==> config.mk <==
export PLATFORM = sky130hd
export DESIGN_NAME = branch_unit
export DESIGN_NICKNAME = d
export VERILOG_FILES = /design/src/rtl/mips_pkg.sv /design/src/rtl/branch_cond.sv /design/src/rtl/branch_unit.sv
export SDC_FILE = /design/constraint.sdc
export NUM_CORES = 1
export LEC_CHECK = 0
export CORE_MARGIN = 4
export CORE_UTILIZATION = 39
export DETAILED_ROUTE_END_ITERATION = 6
export PLACE_DENSITY = 0.8
export RECOVER_POWER = 100
export SLEW_MARGIN = 20
export SYNTH_ARGS = -nofsm -noshare
export SYNTH_HDL_FRONTEND = slang
export SYNTH_SLANG_ARGS = --single-unit
==> constraint.sdc <==
create_clock -name clk -period 2.2 [get_ports clk]
set_input_delay 0.44 -clock clk [delete_from_list [all_inputs] [get_ports clk]]
set_output_delay 0.44 -clock clk [all_outputs]
set_load 0.02 [all_outputs]
==> src/rtl/mips_pkg.sv <==
// Shared definitions for the 5-stage MIPS pipeline: branch op encodings,
// stage-3 branch FSM states and the immediate-to-byte-offset helper.
package mips_pkg;

  localparam int OP_W     = 3;
  localparam int SQ_CNT_W = 4;

  localparam logic [OP_W-1:0] OP_NONE = 3'd0;
  localparam logic [OP_W-1:0] OP_BEQ  = 3'd1;
  localparam logic [OP_W-1:0] OP_BNE  = 3'd2;
  localparam logic [OP_W-1:0] OP_BLEZ = 3'd3;
  localparam logic [OP_W-1:0] OP_BGTZ = 3'd4;
  localparam logic [OP_W-1:0] OP_JREL = 3'd5;

  typedef enum logic {
    ST_IDLE   = 1'b0,
    ST_SQUASH = 1'b1
  } bu_state_e;

  // Signed word offset from the instruction, scaled to a byte offset.
  function automatic logic [31:0] word_to_byte_offset(input logic [15:0] imm);
    return {{14{imm[15]}}, imm, 2'b00};
  endfunction

endpackage

==> src/rtl/branch_cond.sv <==
// Combinational branch condition evaluation. Kept separate so later
// forwarding and predictor logic can reuse the same decode.
module branch_cond
  import mips_pkg::*;
(
  input  logic [OP_W-1:0] op,
  input  logic [31:0]     rs,
  input  logic [31:0]     rt,
  output logic            take
);

  logic rs_eq_rt;
  logic rs_le_zero;

  assign rs_eq_rt   = (rs == rt);
  assign rs_le_zero = ($signed(rs) <= $signed(32'sd0));

  always_comb begin
    take = 1'b0;
    case (op)
      OP_BEQ:  take = rs_eq_rt;
      OP_BNE:  take = !rs_eq_rt;
      OP_BLEZ: take = rs_le_zero;
      OP_BGTZ: take = !rs_le_zero;
      OP_JREL: take = 1'b1;
      default: take = 1'b0;   // OP_NONE and the unused encodings 6, 7
    endcase
  end

endmodule

==> src/rtl/branch_unit.sv <==
// Stage-3 branch resolution: issues a one-cycle relative branch request to the
// pc generator, holds squash over the wrong-path window, counts taken branches.
//
//   state     | meaning
//   ST_IDLE   | no wrong-path window open; a taken branch is accepted
//   ST_SQUASH | squash asserted; down-counter runs, new branches ignored
module branch_unit
  import mips_pkg::*;
#(
  parameter int unsigned SQUASH_CYCLES = 3,   // 1..15
  parameter int unsigned CNT_W         = 32
) (
  input  logic              clk,
  input  logic              rst,
  input  logic              id_valid,
  input  logic [OP_W-1:0]   id_op,
  input  logic [31:0]       id_rs,
  input  logic [31:0]       id_rt,
  input  logic [15:0]       id_imm,
  output logic              branch,
  output logic [31:0]       baddr,
  output logic              squash,
  output logic [CNT_W-1:0]  taken_count
);

  localparam logic [SQ_CNT_W-1:0] SQ_INIT = SQ_CNT_W'(SQUASH_CYCLES);
  localparam logic [SQ_CNT_W-1:0] SQ_LAST = SQ_CNT_W'(1);

  bu_state_e           state;
  bu_state_e           state_next;
  logic [SQ_CNT_W-1:0] sq_cnt;
  logic                take;
  logic                accept;

  branch_cond u_cond (
    .op   (id_op),
    .rs   (id_rs),
    .rt   (id_rt),
    .take (take)
  );

  always_comb begin
    state_next = state;
    squash     = 1'b0;
    accept     = 1'b0;
    case (state)
      ST_IDLE: begin
        accept = id_valid && take;
        if (accept) state_next = ST_SQUASH;
      end
      ST_SQUASH: begin
        squash = 1'b1;
        // Branches seen here are themselves wrong-path, so they never extend the window.
        if (sq_cnt == SQ_LAST) state_next = ST_IDLE;
      end
      default: state_next = ST_IDLE;
    endcase
  end

  always_ff @(posedge clk or posedge rst) begin
    if (rst) state <= ST_IDLE;
    else     state <= state_next;
  end

  always_ff @(posedge clk or posedge rst) begin
    if (rst)                    sq_cnt <= '0;
    else if (accept)            sq_cnt <= SQ_INIT;
    else if (state == ST_SQUASH) sq_cnt <= sq_cnt - SQ_LAST;
  end

  always_ff @(posedge clk or posedge rst) begin
    if (rst) begin
      branch      <= 1'b0;
      baddr       <= '0;
      taken_count <= '0;
    end else if (accept) begin
      branch      <= 1'b1;
      baddr       <= word_to_byte_offset(id_imm);
      taken_count <= taken_count + CNT_W'(1);
    end else begin
      branch      <= 1'b0;
      baddr       <= '0;
    end
  end

endmodule
==> results of run 1 <==
[flip-flops by register name (all words and copies together) (netlist names)]
signal,flops
baddr,16
state,1
taken_count,32
sq_cnt,4
branch,1
[how the worst max path moves through the flow]
stage	startpoint	end	slack, ps	cells past startpoint
final	id_rs[11]	taken_count[17]$_DFFE_PP0P_	-190	10
after global routing	id_rs[11]	taken_count[17]$_DFFE_PP0P_	-310	10
after CTS	id_rt[13]	baddr[10]$_DFF_PP0_	-70	11
after detailed placement	id_rs[22]	taken_count[23]$_DFFE_PP0P_	-940	9
after global placement	id_rs[1]	taken_count[28]$_DFFE_PP0P_	-850	9
after floorplan	id_rs[23]	taken_count[1]$_DFFE_PP0P_	-40	7
[power by group through the flow]
stage          clock (uW)  sequential (uW)  combinational, uW
2_1_floorplan           0             1270                324
4_1_cts               663             1200                812
5_1_grt               701             1210                864
3_3_place_gp            0             1210                787
3_5_place_dp            0             1210                805
6_report              651             1190                792
[cell usage in the layout, fill, tap and decap left out, types with 3 or more instances in the layout]
cell,instances
and2_1,17
and3_1,9
xor2_1,33
buf_8,3
nor2_1,6
clkdlybuf4s50_1,20
inv_1,7
nor4_4,4
clkdlybuf4s15_1,12
ha_1,3
clkbuf_2,16
nor4_2,9
nor4_1,4
buf_2,27
xnor2_1,28
nand3_2,7
nand4_1,21
dlygate4sd3_1,65
dfrtp_1,54
buf_4,22
clkbuf_8,5
clkdlybuf4s15_2,3
buf_6,7
nand3_1,6
nand2_1,8
[area by class of cell]
cell class              instances  share of cell area (%)
repair buffers                179                    33.4
multi-input cells             179                    32.4
flip-flops and latches         54                    28.8
well taps                      96                    2.56
clock buffers                   7                    1.63
clock inverters                 1                   0.640
inverters                       7                   0.560
[layer usage]
metal	wire length, microns	track usage, %
met5	0	0
met4	261	7.94
met3	810	5.85
met2	4320	33.6
met1	3090	20.9
[worst reg2reg max path, delay by kind of cell, from the launching register on]
kind	cells	cell delay, ps
XOR/XNOR	1	180
flip-flops	1	410
AND/OR/NAND/NOR	6	1440
[cell families after synthesis]
kind of cell    synth area share, %
fa+ha+maj                      1.33
buf+inv                        6.49
other cells                   0.133
xor+xnor                       20.2
compound gates                 3.07
flops                          48.0
mux                           0.756
simple gates                   19.9
[per-stage QoR]
step	hold slack, ps	setup TNS [ps]	instances
5_1_grt	502	-11150	523
4_1_cts	430	-1770	520
2_1_floorplan	518	-713	263
6_report	484	-4670	523
3_3_place_gp	467	-41760	507
3_5_place_dp	473	-42860	507
[what timing repair did]
item / CTS / global route
gates cloned: 2 / 0
hold buffers: 0 / 0
setup endpoints to repair: 54 / 54
buffers inserted: 4 / 3
resized for setup: 208 / 53
pin swaps: 50 / 41
==> flow_summary.json, run 1 <==
{
  "status": "complete, but fails checks",
  "violations": "negative setup slack",
  "via_per_inst": 5.16,
  "ant_nets": 0,
  "die_h_microns": 92.9,
  "r2r_cells": 7,
  "yosysTopAreaCellShare_pct": 48.0,
  "yosysWarnings": 0,
  "ys_seq_elements": 54,
  "wl_per_cell_microns": 16.2,
  "antenna_found_initial": 0,
  "grt_first_pass_wirelength_microns": 13100,
  "numClockSinks": 54,
  "start_kind": "input port",
  "hold_start": "taken_count[31]$_DFFE_PP0P_",
  "maxCapViolations": 0,
  "start_util_pct": 40.7,
  "portBuffers": 149,
  "dp_hpwl_microns": 6170,
  "firstDrtPassIters": 4,
  "grt_max_degree": 38,
  "report.power.total_uw": 2630,
  "ir_worst_vdd_v": 0.000293,
  "arrival_ps": 2610,
  "netlist_instances": 262,
  "worstPathRequired_ps": 2420,
  "fin_skew_ps": 10.2,
  "synthFlopType": "dfrtp_1",
  "pwr-share-seq_pct": 45.2,
  "synth-edff-count": 0,
  "rsz0062_at_grt": "yes",
  "fmax_mhz": 418,
  "switching_share_pct": 30.3,
  "cp-end-kind": "register",
  "clk_pin_slew_ps": 90,
  "grtUsageTotal_pct": 19.0,
  "nFillCells": 519,
  "cp_cell_sequence": "clkdlybuf4s15_1, xor2_1, nor4_2, nand4_1, o32a_1, a311oi_4, buf_6, buf_12, nand3_1, xnor2_1",
  "seq_area_frac_synth_pct": 48.0,
  "critPathMaxStageDelay_ps": 450,
  "dpl_worst_slack_ps": -940,
  "worstPathMaxFanout": 12,
  "hold_violations": 0,
  "syn-mean-instance-area_sq_um": 10.7,
  "period_needed_ps": 2390,
  "post-route-util_pct": 67.9,
  "setup_viol": 53,
  "slowest_stage": "o32a_1",
  "dieArea_sq_um": 8640,
  "yosysTopAreaCell": "dfrtp_1",
  "cp_top_family": "compound AO/OA/AOI/OAI gates",
  "grt_overflow_total": 0,
  "clock_path_buffers": 2,
  "drive_gt1_share_pct": 27.4,
  "p_sw_uw": 799,
  "timing.rr.start": "taken_count[9]$_DFFE_PP0P_",
  "clock_latency_ps": 310,
  "min_period_over_period_pct": 109,
  "die_w_microns": 92.9,
  "cts_tree": "built",
  "placed_area_sq_um": 4460,
  "slew_headroom_pct": 44.2,
  "rows": 30,
  "core_area_sq_um": 6910,
  "reg2reg_to": "taken_count[30]$_DFFE_PP0P_",
  "hold_depth": 1,
  "cts_root_buffer": "clkbuf_8",
  "rrSetupSlack_ps": 70,
  "vias": 2698,
  "synth_common_cells": "dfrtp_1 (54), xor2_1 (35), xnor2_1 (30), nand4_1 (21)",
  "top_level_ports": 152,
  "dr.first_iter.drc_count": 82,
  "place_congestion": 0.904,
  "finalWirelength_microns": 8490,
  "regArea_sq_um": 1350,
  "critPathBufInv": 3,
  "diodes": 0,
  "min_path_type": "register to register",
  "drc": 0,
  "yosysMostFrequentCell": "dfrtp_1",
  "cts-buffers-inserted": 5,
  "async_flop_share_pct": 100,
  "p_comb_share_pct": 30.1,
  "htree_levels": 2,
  "total_leakage_power_uw": 0.00227,
  "slew_violations": 0,
  "ys_types": 30,
  "grt_pass1_vias": 2802,
  "synthesis.area_sq_um": 2810,
  "internal-power_uw": 1830,
  "nets": 515,
  "path_class": "input port to register",
  "synth_area_leaders": "dfrtp_1 (48%), xor2_1 (11%), xnor2_1 (9.3%)",
  "p_per_area_nw_per_um2": 562,
  "multiInputGateArea_sq_um": 1520,
  "whs_endpoint": "taken_count[31]$_DFFE_PP0P_",
  "syn_to_final_growth_pct": 66.7,
  "worst_pin_slew_ps": 837,
  "layout_setup_ws_ps": -190,
  "power.share.clock_pct": 24.7,
  "design_area_sq_um": 4690
}
(Power assumes the default switching activity.)
==> run 2: changes to the inputs <==
- REMOVE_ABC_BUFFERS: unset -> 1
- SLEW_MARGIN: 20 -> 30
==> run 2 against run 1 <==
  * The flow still finishes with violations (negative setup slack)
  * Largest cell class unchanged
  * Via count is 1.2% lower
  * Critical path type unchanged
  * Largest power group unchanged
  * Cell count increased by 0.96%
  * Sequential cell count did not move
==> flow_summary.json, run 2 (synthesis results as in run 1) <==
{
  "hold_violations": 0,
  "hold_depth": 1,
  "wl_per_cell_microns": 16.6,
  "total_leakage_power_uw": 0.00238,
  "core_area_sq_um": 6910,
  "dieArea_sq_um": 8640,
  "period_needed_ps": 2380,
  "clock_latency_ps": 310,
  "slew_violations": 0,
  "cts_tree": "built",
  "whs_ps": 473,
  "fin_skew_ps": 11.2,
  "r2r_cells": 7,
  "place_congestion": 0.795,
  "antenna_found_initial": 0,
  "firstDrtPassIters": 6,
  "worstPathMaxFanout": 5,
  "vias": 2666,
  "start_kind": "input port",
  "htree_levels": 2,
  "mostFrequentLayoutCell": "dlygate4sd3_1",
  "status": "complete, but fails checks",
  "min_path_type": "register to register",
  "grt_first_pass_wirelength_microns": 14000,
  "via_per_inst": 5.05,
  "layout_setup_ws_ps": -179,
  "top_level_ports": 152,
  "die_h_microns": 92.9,
  "cts-buffers-inserted": 5,
  "layout_common_cells": "dlygate4sd3_1 (64), dfrtp_1 (54), xor2_1 (32)",
  "ant_nets": 0,
  "nets": 521,
  "die_w_microns": 92.9,
  "path_class": "input port to register",
  "reg2reg_to": "taken_count[30]$_DFFE_PP0P_",
  "dp_hpwl_microns": 6380,
  "min_period_over_period_pct": 108,
  "maxCapViolations": 0,
  "rows": 30,
  "clk_pin_slew_ps": 100,
  "timing.rr.start": "taken_count[8]$_DFFE_PP0P_",
  "grt_max_degree": 55,
  "placed_area_sq_um": 4490,
  "start_util_pct": 40.7,
  "clock_path_buffers": 2,
  "numClockSinks": 54,
  "fmax_mhz": 420,
  "drc": 0,
  "syn_to_final_growth_pct": 74.9,
  "whs_endpoint": "taken_count[31]$_DFFE_PP0P_",
  "top_regs": "taken_count x32, baddr x16, sq_cnt x4",
  "p_per_area_nw_per_um2": 532,
  "design_area_sq_um": 4920,
  "worst_pin_slew_ps": 1300,
  "grt_overflow_total": 0,
  "rsz0062_at_grt": "yes",
  "dr.first_iter.drc_count": 78,
  "violations": "negative setup slack",
  "largest_reg_flops": 32,
  "ir_worst_vdd_v": 0.000271,
  "slew_headroom_pct": 13.2,
  "holdBufCountCts": 0,
  "arrival_ps": 2570,
  "setup_viol": 48,
  "finalWirelength_microns": 8760,
  "worstPathRequired_ps": 2390,
  "drive_gt1_share_pct": 29.9,
  "grt_pass1_vias": 2792,
  "report.power.total_uw": 2620,
  "cts_root_buffer": "clkbuf_8",
  "largest-register": "taken_count",
  "grtUsageTotal_pct": 20.3,
  "hold_start": "taken_count[31]$_DFFE_PP0P_",
  "cp-end-kind": "register",
  "diodes": 0,
  "rrSetupSlack_ps": -60,
  "portBuffers": 149
}
## run 2: cell types whose count changed in the layout (fill, tap and decap cells not counted), sizes merged
| cell | previous run | this run |
|---|---|---|
| clkdlybuf4s15 | 15 | 18 |
| clkdlybuf4s50 | 20 | 21 |
| dlygate4sd2 | 2 | 5 |
| clkbuf | 23 | 7 |
| dlygate4sd3 | 65 | 64 |
| buf | 61 | 75 |
| clkinv | 0 | 2 |
| bufinv | 1 | 0 |
## run 2: layer usage
metal / global-route usage [%] / vias up / wire (microns)
met5: 0 / - / 0
met4: 7.33 / 0 / 274
met3: 7.07 / 21 / 894
met1: 21.8 / 1267 / 3030
li1: - / 1232 / -
met2: 36.7 / 146 / 4560
## run 2: worst max-delay path by stage
| stage | startpoint | endpoint | slack (ps) |
|---|---|---|---|
| floorplan | id_rs[22] | taken_count[30]$_DFFE_PP0P_ | -1200 |
| global placement | id_rs[21] | taken_count[1]$_DFFE_PP0P_ | -980 |
| detailed placement | id_rs[21] | taken_count[1]$_DFFE_PP0P_ | -1010 |
| CTS | id_rt[6] | taken_count[28]$_DFFE_PP0P_ | -130 |
| global route | id_rs[0] | taken_count[26]$_DFFE_PP0P_ | -280 |
| finish | id_rs[0] | taken_count[12]$_DFFE_PP0P_ | -180 |
## run 2: critical path, stage by stage
cell and delay [ps]:
clkdlybuf4s15_1 210, xor2_1 170, nor4_1 200, nand4_1 180
o32a_1 430, a311oi_4 350, buf_6 190, buf_12 120
nand4_1 130, xnor2_1 160
## run 2: stage by stage
| stage | cells | util, % | setup WS (ps) | setup TNS [ps] |
|---|---|---|---|---|
| final | 528 | 71.2 | -179 | -5480 |
| after floorplan | 240 | - | -1200 | -58060 |
| after global routing | 528 | 71.2 | -278 | -10730 |
| after detailed placement | 509 | 65.0 | -1010 | -48890 |
| after global placement | 509 | 65.0 | -985 | -46940 |
| after CTS | 528 | 69.1 | -130 | -3750 |
## run 2: layout make-up
| class | instances | area, sq um |
|---|---|---|
| well taps | 96 | 120 |
| clock buffers | 5 | 68.8 |
| inverters | 7 | 26.3 |
| flip-flops and latches | 54 | 1350 |
| fillers | 506 | 1990 |
| repair buffers | 185 | 1760 |
| multi-input cells | 179 | 1580 |
| clock inverters | 2 | 13.8 |
## run 2: power breakdown
group	total, uW	switching [uW]	internal, uW	leakage, uW
clock	540	319	221	0.0000444
sequential	1200	112	1090	0.000736
combinational	874	409	465	0.00160
## run 2: timing repair
action,in CTS,in global routing
buffers inserted,9,1
gates resized for setup,240,37
pin swaps,54,29
setup endpoints to repair,54,54
hold endpoints to repair,0,0
cloned,4,1
==> run 3: changes to the inputs <==
- CORE_UTILIZATION: 39 -> 25
- PLACE_DENSITY: 0.8 -> unset
==> run 3 against run 2 <==
  * The flow still finishes with violations (negative setup slack)
  * Combinational power fell by 5.1%
  * Clock power grew 63%
  * Clock-buffer cell count is 1 higher
  * Global-route usage decreased by 6.1 points
  * Power up 11%
  * Sequential share of layout area about the same
  * Hold slack got worse by 11 ps
  * Core utilization fell by 26 points
  * Largest power group unchanged
  * Highest routed layer unchanged
==> flow_summary.json, run 3 (synthesis results as in run 1) <==
{
  "worstPathRequired_ps": 2370,
  "critPathMaxStageDelay_ps": 430,
  "grtUsageTotal_pct": 14.2,
  "finalWirelength_microns": 9310,
  "violations": "negative setup slack",
  "regArea_sq_um": 1350,
  "min_path_type": "register to register",
  "worst_pin_slew_ps": 1330,
  "multiInputGateArea_sq_um": 1520,
  "dieArea_sq_um": 13000,
  "slew_violations": 0,
  "start_util_pct": 25.7,
  "holdBufCountCts": 0,
  "dp_hpwl_microns": 6900,
  "mostFrequentLayoutCell": "dlygate4sd3_1",
  "cts_root_buffer": "clkbuf_16",
  "antenna_found_initial": 0,
  "arrival_ps": 2490,
  "fin_skew_ps": 3.78,
  "maxCapViolations": 0,
  "nFillCells": 1081,
  "grt_max_degree": 55,
  "clock_latency_ps": 280,
  "drc": 0,
  "p_per_area_nw_per_um2": 590,
  "via_per_inst": 4.57,
  "largest-register": "taken_count",
  "critPathBufInv": 3,
  "status": "complete, but fails checks",
  "slowest_stage": "o32a_1",
  "syn_to_final_growth_pct": 74.9,
  "top_level_ports": 152,
  "setup_viol": 48,
  "ir_worst_vdd_v": 0.000394,
  "hold_violations": 0,
  "drive_gt1_share_pct": 29.0,
  "cp_cell_sequence": "clkdlybuf4s15_1, xor2_1, nor4_1, nand4_1, o32a_1, a311oi_4, buf_4, buf_16, nand3_1, xnor2_1",
  "cp_top_family": "compound AO/OA/AOI/OAI gates",
  "grt_first_pass_wirelength_microns": 14600,
  "die_h_microns": 114,
  "wl_per_cell_microns": 16.2,
  "worstPathMaxFanout": 15,
  "top_regs": "taken_count x32, baddr x16, sq_cnt x4",
  "cp-end-kind": "register",
  "post-route-util_pct": 45.0,
  "layout_common_cells": "dlygate4sd3_1 (64), dfrtp_1 (54), buf_2 (37)",
  "grt_overflow_total": 0,
  "grt_pass1_vias": 2906,
  "firstDrtPassIters": 4,
  "rsz0062_at_grt": "yes",
  "report.power.total_uw": 2900,
  "die_w_microns": 114,
  "nets": 523,
  "fmax_mhz": 431,
  "total_leakage_power_uw": 0.00232,
  "htree_levels": 2,
  "cts_tree": "built",
  "min_period_over_period_pct": 105,
  "cts-buffers-inserted": 5,
  "place_congestion": 0.832,
  "rows": 38,
  "path_class": "input port to register",
  "core_area_sq_um": 10900,
  "vias": 2629,
  "whs_ps": 462,
  "layout_setup_ws_ps": -120,
  "clock_path_buffers": 2,
  "clk_pin_slew_ps": 70,
  "start_kind": "input port",
  "portBuffers": 149,
  "diodes": 0,
  "period_needed_ps": 2320,
  "slew_headroom_pct": 11.2,
  "ant_nets": 0,
  "dr.first_iter.drc_count": 91,
  "numClockSinks": 54,
  "largest_reg_flops": 32
}
[run 3: per-stage QoR]
step	instances	setup WS, ps	TNS [ps]	instance area [sq um]
after floorplan	240	-1200	-58060	2660
after global placement	558	-958	-45820	4580
after detailed placement	558	-981	-46810	4580
after CTS	575	-60.0	-518	4860
after global routing	575	-239	-8220	4920
final	575	-120	-2890	4920
[run 3: area by class of cell]
cell class	count	share of cell area, %
timing repair buffer	187	34.1
multi-input combinational	179	31.0
sequential	54	27.5
tap	140	3.56
clock buffer	6	2.62
clock inverter	2	0.763
inverter	7	0.534
[run 3: worst reg2reg max path, delay by kind of cell (launching register included)]
kind | cells | cell delay (ps)
and+or+nand+nor | 6 | 1320
DFF | 1 | 360
xor gates and xnor gates | 1 | 170
buffers and inverters | 1 | 170
[run 3: worst paths after layout]
kind,start,end,slack [ps],cells past startpoint
min reg2reg,taken_count[31]$_DFFE_PP0P_,taken_count[31]$_DFFE_PP0P_,460,1
max,id_rt[10],taken_count[8]$_DFFE_PP0P_,-120,10
max reg2reg,taken_count[8]$_DFFE_PP0P_,taken_count[28]$_DFFE_PP0P_,60,8
min in group asynchronous,rst,branch$_DFF_PP0_,1040,3
min,taken_count[31]$_DFFE_PP0P_,taken_count[31]$_DFFE_PP0P_,460,1
max in group asynchronous,rst,taken_count[26]$_DFFE_PP0P_,340,3
[run 3: report_power, final]
part / internal (uW) / leakage (uW) / switching, uW
registers: 1090 / 0.000736 / 102
logic: 418 / 0.00151 / 411
clock network: 538 / 0.0000771 / 342
total: 2050 / 0.00232 / 855
[run 3: per-layer routing]
| metal | track usage, % | vias to the layer above | wire length (microns) |
|---|---|---|---|
| met4 | 5.15 | 0 | 207 |
| met1 | 14.9 | 1251 | 3360 |
| met2 | 25.9 | 138 | 4700 |
| li1 | - | 1230 | - |
| met3 | 5.34 | 10 | 1040 |
| met5 | 0 | - | 0 |
[run 3: what timing repair did]
item / CTS / global route
pin swaps: 52 / 22
resized for setup: 262 / 20
setup buffers: 9 / 0
setup endpoints to repair: 54 / 53
gates cloned: 2 / 0
